<file path="src/rtl/dadda_multiplier_pipe_pkg.sv">
// Shared helpers for the pipelined CSA-tree multiplier: tree depth math and the
// sum/carry pair layout used between the reduction and resolve stages.
package dadda_pkg;

  localparam int unsigned DEF_WIDTH  = 8;
  localparam int unsigned DEF_PROD_W = 2 * DEF_WIDTH;

  // Sum/carry pair at the default operand width.
  typedef struct packed {
    logic [DEF_PROD_W-1:0] sum;
    logic [DEF_PROD_W-1:0] carry;
  } csa_pair_t;

  // Dadda stage count: number of heights in 2,3,4,6,9,13,... below the row count.
  function automatic int unsigned csa_levels(input int unsigned rows);
    int unsigned d;
    int unsigned n;
    d = 2;
    n = 0;
    while (d < rows) begin
      n++;
      d = (d * 3) / 2;
    end
    return n;
  endfunction

  // Rows left after a number of row-level 3:2 stages.
  function automatic int unsigned rows_after(input int unsigned rows, input int unsigned levels);
    int unsigned r;
    r = rows;
    for (int unsigned i = 0; i < levels; i++) begin
      r = r - (r / 3);
    end
    return r;
  endfunction

endpackage

</file>
<file path="src/rtl/dadda_multiplier_pipe_if.sv">
// Operand and product streams of the pipelined multiplier, both valid/ready.
interface dadda_multiplier_pipe_if
  import dadda_pkg::*;
#(
  parameter int unsigned WIDTH = DEF_WIDTH,
  parameter int unsigned TAG_W = 4
);

  logic               in_valid;
  logic               in_ready;
  logic [WIDTH-1:0]   a;
  logic [WIDTH-1:0]   b;
  logic               is_signed;
  logic [TAG_W-1:0]   in_tag;
  logic               out_valid;
  logic               out_ready;
  logic [2*WIDTH-1:0] p;
  logic [TAG_W-1:0]   out_tag;

  modport master (
    output in_valid, a, b, is_signed, in_tag, out_ready,
    input  in_ready, out_valid, p, out_tag
  );

  modport slave (
    input  in_valid, a, b, is_signed, in_tag, out_ready,
    output in_ready, out_valid, p, out_tag
  );

endinterface

</file>
<file path="src/rtl/dadda_multiplier_pipe_csa_row.sv">
// W-bit 3:2 compressor; the carry vector is returned unshifted.
module csa_row #(
  parameter int unsigned W = 8
) (
  input  logic [W-1:0] a,
  input  logic [W-1:0] b,
  input  logic [W-1:0] c,
  output logic [W-1:0] sum,
  output logic [W-1:0] cout
);

  assign sum  = a ^ b ^ c;
  assign cout = (a & b) | (a & c) | (b & c);

endmodule

</file>
<file path="src/rtl/dadda_multiplier_pipe.sv">
// Two-stage WIDTH x WIDTH multiplier: S1 reduces partial products with a CSA tree,
// S2 resolves sum + carry. Signed/unsigned selected per operation.
module dadda_multiplier_pipe
  import dadda_pkg::*;
#(
  parameter int unsigned WIDTH = DEF_WIDTH,
  parameter int unsigned TAG_W = 4
) (
  input logic                    clk,
  input logic                    rst_n,
  dadda_multiplier_pipe_if.slave bus
);

  localparam int unsigned PW     = 2 * WIDTH;
  localparam int unsigned ROWS   = WIDTH + 1;  // partial products plus signed +1 correction
  localparam int unsigned LEVELS = csa_levels(ROWS);

  typedef struct packed {
    logic [PW-1:0] sum;
    logic [PW-1:0] carry;
  } pair_t;

  logic [PW-1:0] ext_a;
  logic [PW-1:0] pp   [ROWS];
  logic [PW-1:0] tree [LEVELS+1][ROWS];

  // Signed mode subtracts the b-MSB row: inverted here, +1 supplied by the last row.
  always_comb begin
    ext_a = bus.is_signed ? {{WIDTH{bus.a[WIDTH-1]}}, bus.a} : {{WIDTH{1'b0}}, bus.a};
    for (int i = 0; i < int'(WIDTH); i++) begin
      pp[i] = bus.b[i] ? (ext_a << i) : '0;
    end
    if (bus.is_signed && bus.b[WIDTH-1]) begin
      pp[WIDTH-1] = ~(ext_a << (WIDTH - 1));
    end
    pp[WIDTH] = PW'(bus.is_signed & bus.b[WIDTH-1]);
  end

  for (genvar r = 0; r < int'(ROWS); r++) begin : g_leaf
    assign tree[0][r] = pp[r];
  end

  for (genvar l = 0; l < int'(LEVELS); l++) begin : g_lvl
    localparam int unsigned R = rows_after(ROWS, l);
    localparam int unsigned G = R / 3;

    for (genvar g = 0; g < int'(G); g++) begin : g_csa
      logic [PW-1:0] s;
      logic [PW-1:0] cy;

      csa_row #(
        .W (PW)
      ) u_csa (
        .a    (tree[l][3*g]),
        .b    (tree[l][3*g+1]),
        .c    (tree[l][3*g+2]),
        .sum  (s),
        .cout (cy)
      );

      assign tree[l+1][2*g]   = s;
      assign tree[l+1][2*g+1] = cy << 1;
    end

    for (genvar k = 3 * G; k < int'(R); k++) begin : g_pass
      assign tree[l+1][k-G] = tree[l][k];
    end

    for (genvar k = R - G; k < int'(ROWS); k++) begin : g_zero
      assign tree[l+1][k] = '0;
    end
  end

  logic en1;
  logic en2;

  logic             s1_valid_q;
  pair_t            s1_q;
  logic [TAG_W-1:0] s1_tag_q;
  logic             out_valid_q;
  logic [PW-1:0]    p_q;
  logic [TAG_W-1:0] out_tag_q;

  assign en2          = !out_valid_q | bus.out_ready;
  assign en1          = !s1_valid_q | en2;
  assign bus.in_ready = en1 & rst_n;

  always_ff @(posedge clk or negedge rst_n) begin
    if (!rst_n) begin
      s1_valid_q <= 1'b0;
      s1_q       <= '0;
      s1_tag_q   <= '0;
    end else if (en1) begin
      s1_valid_q <= bus.in_valid;
      if (bus.in_valid) begin
        s1_q.sum   <= tree[LEVELS][0];
        s1_q.carry <= tree[LEVELS][1];
        s1_tag_q   <= bus.in_tag;
      end
    end
  end

  // Carry-out of the final add falls off the top: product is modulo 2**PW.
  always_ff @(posedge clk or negedge rst_n) begin
    if (!rst_n) begin
      out_valid_q <= 1'b0;
      p_q         <= '0;
      out_tag_q   <= '0;
    end else if (en2) begin
      out_valid_q <= s1_valid_q;
      if (s1_valid_q) begin
        p_q       <= s1_q.sum + s1_q.carry;
        out_tag_q <= s1_tag_q;
      end
    end
  end

  assign bus.out_valid = out_valid_q;
  assign bus.p         = p_q;
  assign bus.out_tag   = out_tag_q;

endmodule

</file>
<file path="src/flat_wrapper.sv">
// flat-port wrapper written by rule: the top's interface ports become plain ports
module dadda_multiplier_pipe_flat import dadda_pkg::*;
#(
  parameter int unsigned WIDTH = DEF_WIDTH,
  parameter int unsigned TAG_W = 4
)
  (clk, rst_n, bus_in_valid, bus_a, bus_b, bus_is_signed, bus_in_tag, bus_out_ready, bus_in_ready, bus_out_valid, bus_p, bus_out_tag);
  dadda_multiplier_pipe_if #(.WIDTH(WIDTH), .TAG_W(TAG_W)) bus_i ();
  input logic clk;
  input logic rst_n;
  input wire logic [$bits(bus_i.in_valid)-1:0] bus_in_valid;
  input wire logic [$bits(bus_i.a)-1:0] bus_a;
  input wire logic [$bits(bus_i.b)-1:0] bus_b;
  input wire logic [$bits(bus_i.is_signed)-1:0] bus_is_signed;
  input wire logic [$bits(bus_i.in_tag)-1:0] bus_in_tag;
  input wire logic [$bits(bus_i.out_ready)-1:0] bus_out_ready;
  output wire logic [$bits(bus_i.in_ready)-1:0] bus_in_ready;
  output wire logic [$bits(bus_i.out_valid)-1:0] bus_out_valid;
  output wire logic [$bits(bus_i.p)-1:0] bus_p;
  output wire logic [$bits(bus_i.out_tag)-1:0] bus_out_tag;
  assign bus_i.in_valid = bus_in_valid;
  assign bus_i.a = bus_a;
  assign bus_i.b = bus_b;
  assign bus_i.is_signed = bus_is_signed;
  assign bus_i.in_tag = bus_in_tag;
  assign bus_i.out_ready = bus_out_ready;
  assign bus_in_ready = bus_i.in_ready;
  assign bus_out_valid = bus_i.out_valid;
  assign bus_p = bus_i.p;
  assign bus_out_tag = bus_i.out_tag;
  dadda_multiplier_pipe #(.WIDTH(WIDTH), .TAG_W(TAG_W)) u_core (.clk(clk), .rst_n(rst_n), .bus(bus_i));
endmodule
</file>
<file path="config.mk">
export PLATFORM = sky130hd
export DESIGN_NAME = dadda_multiplier_pipe_flat
export DESIGN_NICKNAME = d
export VERILOG_FILES = /design/src/rtl/dadda_multiplier_pipe_pkg.sv /design/src/rtl/dadda_multiplier_pipe_if.sv /design/src/rtl/dadda_multiplier_pipe_csa_row.sv /design/src/rtl/dadda_multiplier_pipe.sv /design/src/flat_wrapper.sv
export SDC_FILE = /design/constraint.sdc
export NUM_CORES = 1
export LEC_CHECK = 0
export ABC_AREA = 1
export BUFFER_PORTS_ARGS = -buffer_cell sky130_fd_sc_hd__buf_2
export CAP_MARGIN = 20
export CORE_AREA = 2 2 93 95
export DETAILED_ROUTE_END_ITERATION = 10
export DIE_AREA = 0 0 95 97
export GPL_TIMING_DRIVEN = 1
export PLACE_DENSITY = 0.84
export SETUP_SLACK_MARGIN = 0.4
export SYNTH_ARGS = -nofsm -noshare
export SYNTH_HDL_FRONTEND = slang
export SYNTH_SLANG_ARGS = --single-unit
</file>
<file path="constraint.sdc">
create_clock -name clk -period 3.97 [get_ports clk]
set_clock_uncertainty 0.2 [all_clocks]
set_input_delay 0.1985 -clock clk [delete_from_list [all_inputs] [get_ports clk]]
set_output_delay 0.1985 -clock clk [all_outputs]
set_load 0.05 [all_outputs]
</file>
==> impl_metrics.csv, run 1 <==
group,metric,value,unit
outcome,status,"completed",
layout,layout-drive-gt1-share,0.09413,
timing,period_needed,3.111,ns
logic_synthesis,synth_cell_types,24,
run,drv_cap,0,
setup_path,cp_max_fo,11,
logic_synthesis,synthMuxAreaShare,0,
global_routing,grt.met2_usage,0.4239,
detailed_routing,drt_wl_total,10.02,mm
logic_synthesis,synth_seq_cells,55,
logic_synthesis,syn_inst,697,
logic_synthesis,synth_nets,811,
setup_path,rr_startpoint,"u_core.bus.out_valid",
setup_path,cp_slowest_cell,"fa_1",
floorplanning,dieHeight,97,um
global_routing,antenna_found_initial,0,
timing,tns,0,ns
cts,cts_root_buffer,"clkbuf_8",
timing,setup_violations,0,
floorplanning,rows,33,
power,peakVddDrop,0.0002164,V
global_routing,overflow,0,
setup_path,cp_num_cells,13,
logic_synthesis,syn_avg_cell_area,7.399,sq um
global_routing,grtUsageMet3,0.02103,
logic_synthesis,synthSimpleGateAreaFrac,0.2482,
setup_path,cp-endpoint,"u_core.s1_q[29]",
layout,nNetsFinal,846,
place,place_congestion,0.8721,
logic_synthesis,synth_commonest_cells,"nand2_1, inv_1, fa_1, dfrtp_1, ha_1",
timing,worstMarginPinSlew,0.8041,ns
logic_synthesis,yosysWarnings,0,
logic_synthesis,synth_ff_type,"dfrtp_1",
global_routing,globalRouteMet1Util,0.3286,
cts,cts.sinks,55,
setup_path,cp_common_cell,"fa_1",
setup_path,path_buf_inv,3,
power,leakagePower,3.477,nW
timing,maxSlewViolCount,0,
cts,clk_pin_slew_worst_paths,0.09,ns
timing,slew_headroom,0.4627,
detailed_routing,dr.pass1.iters,4,
detailed_routing,ant_nets,0,
logic_synthesis,synth_fa_ha_area_frac,0.2974,
setup_path,start_kind,"primary input",
setup_path,reg2reg_depth,5,
floorplanning,io_pins,47,
global_routing,grt_pass1_vias,4120,
floorplanning,coreArea,8134,sq um
global_routing,grt_first_pass_wirelength,18.24,mm
cts,clock_path_buffers,2,
global_routing,grt_max_degree,57,
logic_synthesis,syn_area,5157,sq um
logic_synthesis,yosysTopAreaCellShare,0.2669,
cts,clkLatencyLatePin,0.31,ns
layout,antennaDiodeCount,0,
timing,rsz0062_at_grt,"no",
setup_path,crit_type,"primary input to register",
logic_synthesis,async_flop_share,1.000,
setup_path,arrival,3.11,ns
setup_path,crit_family,"adder cells",
hold_path,hold_class,"primary input to register",
logic_synthesis,seq_area_frac_synth,0.2669,
setup_path,worst_setup_path_end_kind,"register",
logic_synthesis,synthXorXnorAreaFrac,0.01189,
place,io_buffers,46,
cts,htreeDepth,2,
setup_path,worstPathCellList,"buf_2 -> nand2_4 -> nor2_1 -> ha_1 -> xor2_1 -> o21ai_1 -> fa_1 -> inv_1 -> fa_1 -> inv_1 -> fa_1 -> nand2_1 -> nand2_1",
detailed_routing,drt_iter0_markers,199,
setup_path,max_stage_delay,0.61,ns
detailed_routing,viasPerCell,4.906,
detailed_routing,vias,4111,
setup_path,r2r_end,"u_core.bus.p[7]",
logic_synthesis,yosysTopAreaCell,"dfrtp_1",
cts,cts_tree,"built",
floorplanning,die_x,95,um
timing,hold_viol,0,
floorplanning,die_area,9215,sq um
setup_path,startpoint,"bus_is_signed",
global_routing,grt_usage,0.2429,
timing,hold-worst-slack,0.07437,ns
setup_path,critPathRequiredTime,3.97,ns
logic_synthesis,synth_edf_count,0,
cts,cts_buffers,5,
power,power_density,522.0,nW/um^2
detailed_routing,wire_per_inst,11.96,um
timing,fmaxAchievable,321.4,MHz
logic_synthesis,yosysMostFrequentCell,"nand2_1",
global_routing,grt_most_used_layer,"met2",
place,hpwlAfterDp,8.055,mm
detailed_routing,drc,0,
floorplanning,start_util,0.6341,
logic_synthesis,synth_compound_area_frac,0.03348,
layout,areaGrowthSynthToFinish,8.127,%
setup_path,r2r_setup_slack,2.06,ns
timing,post-route-period-util,0.7838,
logic_synthesis,synth_top_family_by_area,"adder cells",
logic_synthesis,synthTopCellsByArea,"dfrtp_1, fa_1, nand2_1",
## kinds of logic after synthesis
kind of cell    Yosys count
simple gates            323
buf+inv                 190
fa+ha+maj                89
flops                    55
xor+xnor                  7
compound gates           33
## repair_timing
action / in CTS / in global routing
buffers inserted: 0 / 0
endpoints found under the hold margin: 60 / 0
resized for setup: 0 / 0
hold buffers: 6 / 0
## registers in the layout, indices dropped and copies added, names as in the netlist
signal	flops
u_core.s1_tag_q	4
u_core.s1_valid_q	1
u_core.bus.out_tag	4
u_core.bus.out_valid	1
u_core.bus.p	16
u_core.s1_q	29
## area by class of cell
class                           instances  area, sq um
Multi-Input combinational cell        452         3048
Fill cell                             722         2557
Sequential cell                        55         1376
Inverter                              164        615.6
Timing Repair Buffer                   54        305.3
Tap cell                              105        131.4
Clock buffer                            8        100.1
## worst reg2reg max path, stage by stage, from the launching register on
cell,delay (ns)
dfrtp_1,0.41
nand2_1,0.10
nand2_1,0.48
inv_2,0.45
nand2_1,0.11
o21ai_1,0.12
## per-stage QoR
stage	area [sq um]	util	setup WS (ns)	std cells	power, mW
global route	5577	0.6856	0.6366	838	3.223
detailed placement	5416	0.6659	0.5120	824	2.580
finish	5577	0.6856	0.8585	838	2.911
global placement	5416	0.6659	0.6495	824	2.508
CTS	5577	0.6856	0.8504	838	2.926
floorplan	5157	-	0.7832	697	2.198
## where the power goes
part	internal, mW	total (mW)	switching (mW)
clock	0.159	0.331	0.172
sequential	0.760	0.866	0.106
combinational	0.576	1.71	1.14
## cell usage in the layout, fill, tap and decap left out, types with 2 or more instances in the layout
cell / netlist / routed
nand4_1: 4 / 4
ha_1: 33 / 33
clkbuf_8: 0 / 7
a21oi_2: 2 / 2
dfrtp_1: 55 / 55
buf_2: 10 / 46
nand3b_1: 2 / 2
a21oi_1: 13 / 13
dlygate4sd3_1: 0 / 6
inv_1: 155 / 155
o21ai_1: 8 / 8
buf_4: 2 / 2
fa_1: 56 / 56
xor2_1: 3 / 3
inv_2: 9 / 9
o21ai_0: 10 / 10
nand2_1: 273 / 273
nor2_1: 17 / 17
xnor2_1: 4 / 4
nand3_1: 22 / 22
## worst min-delay path by stage
stage | from | to | slack, ns | cells past startpoint
floorplan | rst_n | u_core.bus.out_tag[0] | -0.30 | 0
finish | bus_a[0] | u_core.s1_q[16] | 0.07 | 3
global route | bus_a[0] | u_core.s1_q[16] | 0.11 | 3
global placement | rst_n | u_core.bus.p[0] | 0.15 | 2
CTS | bus_a[0] | u_core.s1_q[16] | 0.06 | 3
detailed placement | rst_n | u_core.bus.p[2] | 0.17 | 2
## routing by layer
| metal | wire (um) | up-vias |
|---|---|---|
| met3 | 361 | 17 |
| met4 | 156 | 0 |
| met5 | 0 | - |
| met2 | 4831 | 90 |
| li1 | - | 2087 |
| met1 | 4670 | 1917 |
Note: power is estimated with default switching activity, not from simulation.
==> inputs of run 2 (changes only) <==
--- a/config.mk
+++ b/config.mk
@@ -8,11 +8,11 @@
 export ABC_AREA = 1
 export BUFFER_PORTS_ARGS = -buffer_cell sky130_fd_sc_hd__buf_2
 export CAP_MARGIN = 20
-export CORE_AREA = 2 2 93 95
+export CORE_AREA = 2 2 95 97
 export DETAILED_ROUTE_END_ITERATION = 10
-export DIE_AREA = 0 0 95 97
+export DIE_AREA = 0 0 97 99
 export GPL_TIMING_DRIVEN = 1
-export PLACE_DENSITY = 0.84
+export PLACE_DENSITY = 0.81
 export SETUP_SLACK_MARGIN = 0.4
 export SYNTH_ARGS = -nofsm -noshare
 export SYNTH_HDL_FRONTEND = slang
==> constraint.sdc (replaced) <==
create_clock -name clk -period 2.9 [get_ports clk]
set_clock_uncertainty 0.2 [all_clocks]
set_input_delay 0.145 -clock clk [delete_from_list [all_inputs] [get_ports clk]]
set_output_delay 0.145 -clock clk [all_outputs]
set_load 0.05 [all_outputs]
==> run 2 against run 1 <==
Clock-buffer cell count decreased by 1. Via count increased by 4.3%. Wire length up 10%. Global-route usage barely moved. Sequential power up 37%. First-iteration DRC count up 3.0%. Register-to-register slack got worse by 1.0 ns. Sequential cell count is the same. Sequential share of layout area down 2.5 points. Total power grew 40%. Final cell count grew 4.7%. Critical path type unchanged. Highest routed layer unchanged.
==> impl_metrics.csv, run 2 (synthesized netlist as in run 1, its figures left out) <==
group,metric,value,unit
layout,final_cell_mix,"nand2_1, inv_1, dfrtp_1, fa_1",
detailed_routing,viasPerCell,4.891,
cts,clk_pin_slew_worst_paths,0.09,ns
cts,htreeDepth,2,
place,hpwlAfterDp,8.713,mm
layout,antennaDiodeCount,0,
layout,fill_cells,685,
global_routing,antenna_found_initial,0,
floorplanning,rows,34,
timing,post-route-period-util,0.9281,
cts,cts_tree,"built",
hold_path,whs_path_depth,4,
detailed_routing,vias,4289,
cts,cts.sinks,55,
timing,rsz0062_at_grt,"yes",
timing,maxSlewViolCount,0,
detailed_routing,wire_per_inst,12.59,um
layout,nNetsFinal,882,
place,place_congestion,0.8747,
detailed_routing,drt_iter0_markers,205,
floorplanning,io_pins,47,
floorplanning,dieHeight,99,um
timing,hold_viol,0,
detailed_routing,ant_nets,0,
hold_path,hold_class,"primary input to register",
setup_path,worst_setup_path_end_kind,"register",
power,power,4.072,mW
setup_path,crit_type,"primary input to register",
setup_path,r2r_end,"u_core.bus.p[15]",
layout,top_register,"u_core.s1_q",
global_routing,grt_first_pass_wirelength,19.22,mm
power,peakVddDrop,0.0003046,V
detailed_routing,dr.pass1.iters,5,
place,pre_cts_ws,-0.2196,ns
setup_path,reg2reg_depth,9,
cts,cts_root_buffer,"clkbuf_8",
cts,cts_buffers,5,
layout,areaGrowthSynthToFinish,20.16,%
global_routing,overflow,0,
detailed_routing,drt_wl_total,11.04,mm
power,leakagePower,3.674,nW
layout,layout_commonest_cell,"nand2_1",
layout,largest_reg_flops,29,
layout,finalNonFillerCells,877,
place,io_buffers,46,
global_routing,grt_pass1_vias,4323,
power,power_density,657.0,nW/um^2
setup_path,critPathRequiredTime,2.90,ns
layout,layout-drive-gt1-share,0.2224,
floorplanning,die_x,97,um
timing,hold-worst-slack,0.1012,ns
detailed_routing,drc,0,
timing,setup_violations,0,
floorplanning,die_area,9603,sq um
timing,fmaxAchievable,371.5,MHz
cts,clock_path_buffers,2,
timing,slew_headroom,0.6233,
cts,clkLatencyLatePin,0.30,ns
floorplanning,coreArea,8551,sq um
floorplanning,start_util,0.6032,
setup_path,start_kind,"primary input",
global_routing,grt_usage,0.2430,
setup_path,arrival,2.69,ns
timing,worstMarginPinSlew,0.5642,ns
setup_path,r2r_setup_slack,1.06,ns
timing,period_needed,2.692,ns
setup_path,cp_max_fo,6,
setup_path,rr_startpoint,"u_core.s1_q[9]",
hold_path,min_from,"bus_b[0]",
place,post-place-cells,858,
global_routing,grt_max_degree,35,
timing,timing.final.ws_setup,0.2084,ns
outcome,status,"completed",
hold_path,whs_endpoint,"u_core.s1_q[16]",
run,drv_cap,0,
run 2: cell types whose count changed in the layout (fill, tap and decap cells not counted), sizes merged:
cell / before / now
clkbuf: 8 / 9
buf: 48 / 82
clkinv: 0 / 1
run 2: worst max-delay path: stages:
cell,delay [ns]
buf_12,0.11
nand2_8,0.11
nor2_4,0.05
fa_1,0.60
inv_2,0.09
fa_2,0.55
fa_1,0.41
inv_1,0.08
fa_2,0.42
nand2_1,0.07
nand2_1,0.05
run 2: repair_timing:
action,CTS,global route
setup endpoints to repair,22,22
hold buffers,6,0
setup buffers,2,3
hold endpoints to repair,31,0
pin swaps,26,20
resized for setup,46,52
run 2: cell type report:
type | count | area (sq um) | area share
inverter | 164 | 623.1 | 0.1005
multi-input combinational | 452 | 3283 | 0.5298
timing repair buffer | 90 | 698.2 | 0.1127
tap | 108 | 135.1 | 0.02181
clock inverter | 1 | 5.005 | 0.0008076
clock buffer | 7 | 76.32 | 0.01232
sequential | 55 | 1376 | 0.2221
run 2: how the worst max path moves through the flow:
stage,start,to,slack [ns],cells after the start
after global routing,bus_is_signed,u_core.s1_q[29],0.13,12
after CTS,bus_a[7],u_core.s1_q[27],0.20,11
after global placement,bus_is_signed,u_core.s1_q[29],-0.16,11
after floorplan,bus_is_signed,u_core.s1_q[29],-0.05,11
after detailed placement,bus_is_signed,u_core.s1_q[29],-0.22,11
final,bus_is_signed,u_core.s1_q[27],0.21,11
run 2: stage by stage:
step	cell area (sq um)	TNS (ns)	util
2_1_floorplan	5420	-0.07400	-
6_report	6197	0	0.7248
5_1_grt	6197	0	0.7248
3_3_place_gp	5739	-1.225	0.6712
3_5_place_dp	5739	-2.247	0.6712
4_1_cts	6046	0	0.7071
run 2: per-layer routing:
metal	routed length, um	vias to the layer above	global-route usage	part of all wire
met5	0	-	0	0
met2	5767	70	0.4423	0.52
met4	106	0	0.06284	0.0096
li1	-	2157	-	-
met3	289	11	0.02908	0.026
met1	4879	2051	0.3097	0.44
run 2: power breakdown:
group	switching [mW]	internal (mW)	total, mW
Sequential	0.152	1.04	1.19
Combinational	1.61	0.874	2.48
Clock	0.227	0.170	0.397
Total	1.99	2.09	4.07
==> inputs of run 3 (changes only) <==
--- a/config.mk
+++ b/config.mk
@@ -8,11 +8,11 @@
 export ABC_AREA = 1
 export BUFFER_PORTS_ARGS = -buffer_cell sky130_fd_sc_hd__buf_2
 export CAP_MARGIN = 20
-export CORE_AREA = 2 2 95 97
+export CORE_AREA = 5 5 96 98
 export DETAILED_ROUTE_END_ITERATION = 10
-export DIE_AREA = 0 0 97 99
+export DIE_AREA = 0 0 101 103
 export GPL_TIMING_DRIVEN = 1
-export PLACE_DENSITY = 0.81
+export PLACE_DENSITY = 0.84
 export SETUP_SLACK_MARGIN = 0.4
 export SYNTH_ARGS = -nofsm -noshare
 export SYNTH_HDL_FRONTEND = slang
==> constraint.sdc (replaced) <==
create_clock -name clk -period 3.1 [get_ports clk]
set_clock_uncertainty 0.2 [all_clocks]
set_input_delay 0.155 -clock clk [delete_from_list [all_inputs] [get_ports clk]]
set_output_delay 0.155 -clock clk [all_outputs]
set_load 0.005 [all_outputs]
==> run 3 against run 2 <==
Highest routed layer unchanged. Register-to-register slack gained 0.11 ns. Die area increased by 8.3%. Core utilization is 2.2 points lower. Worst hold slack better by 0.022 ns. Critical endpoint is now u_core.s1_q[25].
==> impl_metrics.csv, run 3 (synthesized netlist as in run 1, its figures left out) <==
group,metric,value,unit
outcome,status,"completed",
cts,cts_tree,"built",
detailed_routing,drt_wl_total,10.82,mm
detailed_routing,ant_nets,0,
setup_path,cp_common_cell,"fa_1",
global_routing,grt_usage,0.2195,
detailed_routing,drc,0,
floorplanning,io_pins,47,
power,leakagePower,3.550,nW
layout,areaGrowthSynthToFinish,14.14,%
timing,hold_viol,0,
setup_path,start_kind,"primary input",
setup_path,crit_type,"primary input to register",
detailed_routing,viasPerCell,4.927,
floorplanning,die_x,101,um
power,peakVddDrop,0.0002867,V
run,drv_cap,0,
place,post-place-cells,836,
floorplanning,coreArea,8381,sq um
timing,tns,0,ns
layout,layout-drive-gt1-share,0.1580,
place,place_congestion,0.8848,
cts,clk_pin_slew_worst_paths,0.10,ns
layout,largest_reg_flops,29,
timing,rsz0062_at_grt,"yes",
global_routing,overflow,0,
setup_path,arrival,2.79,ns
setup_path,cp_max_fo,8,
timing,worstMarginPinSlew,0.8168,ns
setup_path,cp_slowest_cell,"fa_1",
timing,post-route-period-util,0.8813,
timing,hold-worst-slack,0.1227,ns
layout,top_register,"u_core.s1_q",
detailed_routing,wire_per_inst,12.66,um
global_routing,grt_pass1_vias,4214,
detailed_routing,vias,4213,
timing,maxSlewViolCount,0,
layout,fill_cells,676,
power,power_density,585.6,nW/um^2
layout,finalNonFillerCells,855,
detailed_routing,drt_iter0_markers,145,
global_routing,grt_max_degree,35,
cts,cts.sinks,55,
layout,layout_commonest_cell,"nand2_1",
hold_path,hold_class,"primary input to register",
setup_path,worstPathCellList,"buf_8 -> nand2_8 -> nor2_4 -> fa_1 -> inv_2 -> fa_1 -> fa_1 -> inv_2 -> fa_2 -> nand2_2 -> nand2_1",
timing,timing.final.ws_setup,0.3680,ns
global_routing,antenna_found_initial,0,
floorplanning,start_util,0.6154,
layout,final_cell_mix,"nand2_1, inv_1, dfrtp_1, fa_1, buf_2",
layout,nNetsFinal,860,
floorplanning,dieHeight,103,um
cts,cts_buffers,5,
floorplanning,rows,34,
place,io_buffers,46,
cts,htreeDepth,2,
setup_path,path_buf_inv,3,
timing,fmaxAchievable,366.0,MHz
detailed_routing,dr.pass1.iters,4,
place,pre_cts_ws,-0.04875,ns
cts,clkLatencyLatePin,0.31,ns
layout,antennaDiodeCount,0,
timing,period_needed,2.732,ns
place,hpwlAfterDp,8.565,mm
cts,cts_root_buffer,"clkbuf_8",
timing,slew_headroom,0.4541,
timing,setup_violations,0,
setup_path,worst_setup_path_end_kind,"register",
cts,clock_path_buffers,2,
setup_path,critPathRequiredTime,3.16,ns
floorplanning,die_area,10400,sq um
global_routing,grt_first_pass_wirelength,18.62,mm
setup_path,crit_family,"adder cells",
setup_path,max_stage_delay,0.56,ns
run 3: cell types whose count changed in the layout (fill, tap and decap cells not counted), moves of 7 or more:
cell,previous run,this run
buf_4,32,18
nand2_1,259,270
buf_6,14,4
fa_1,39,47
fa_2,17,9
nand2_2,11,3
inv_1,140,147
inv_2,23,16
run 3: layout make-up:
class / count / area, sq um / area share
clock buffer: 5 / 68.82 / 0.01169
clock inverter: 3 / 43.79 / 0.007439
inverter: 164 / 620.6 / 0.1054
multi-input combinational: 452 / 3179 / 0.5401
sequential: 55 / 1376 / 0.2338
tap: 108 / 135.1 / 0.02295
timing repair buffer: 68 / 462.9 / 0.07864
run 3: through the flow:
stage	area [sq um]	power, mW	utilization
floorplan	5294	2.461	-
global placement	5547	2.859	0.6618
detailed placement	5547	2.941	0.6618
CTS	5783	3.443	0.6901
global route	5887	3.844	0.7024
finish	5887	3.447	0.7024
run 3: tightest hold or removal path, cell delays in order:
cell and delay [ns]:
buf_2 0.13, buf_4 0.16, nand3_1 0.08, o21ai_1 0.07
run 3: repair_timing:
item | 4_1_cts | 5_1_grt
resized for setup | 9 | 42
pin swaps | 8 | 18
endpoints found under the hold margin | 30 | 0
hold buffers | 7 | 0
setup buffers | 2 | 2
endpoints found under the setup margin | 10 | 15
run 3: worst paths after layout:
path	from	end	slack, ns	depth (start not counted)
setup / recovery	bus_is_signed	u_core.s1_q[25]	0.37	11
hold / removal	bus_b[0]	u_core.s1_q[16]	0.12	4
setup reg to reg	u_core.bus.out_valid	u_core.bus.p[7]	1.17	5
hold reg to reg	u_core.s1_tag_q[0]	u_core.bus.out_tag[0]	0.28	2
max in group asynchronous	rst_n	u_core.s1_q[10]	1.76	3
min in group asynchronous	rst_n	u_core.bus.p[8]	0.14	2
run 3: layer usage:
layer | global-route usage | routed length (um) | up-vias
met3 | 0.02774 | 544 | 17
met4 | 0.05317 | 163 | 0
met1 | 0.2843 | 4713 | 1976
li1 | - | - | 2106
met2 | 0.3939 | 5400 | 114
met5 | 0 | 0 | -
run 3: power by group:
group	internal, mW	switching, mW
combinational	0.770	1.10
clock	0.241	0.230
sequential	0.974	0.138
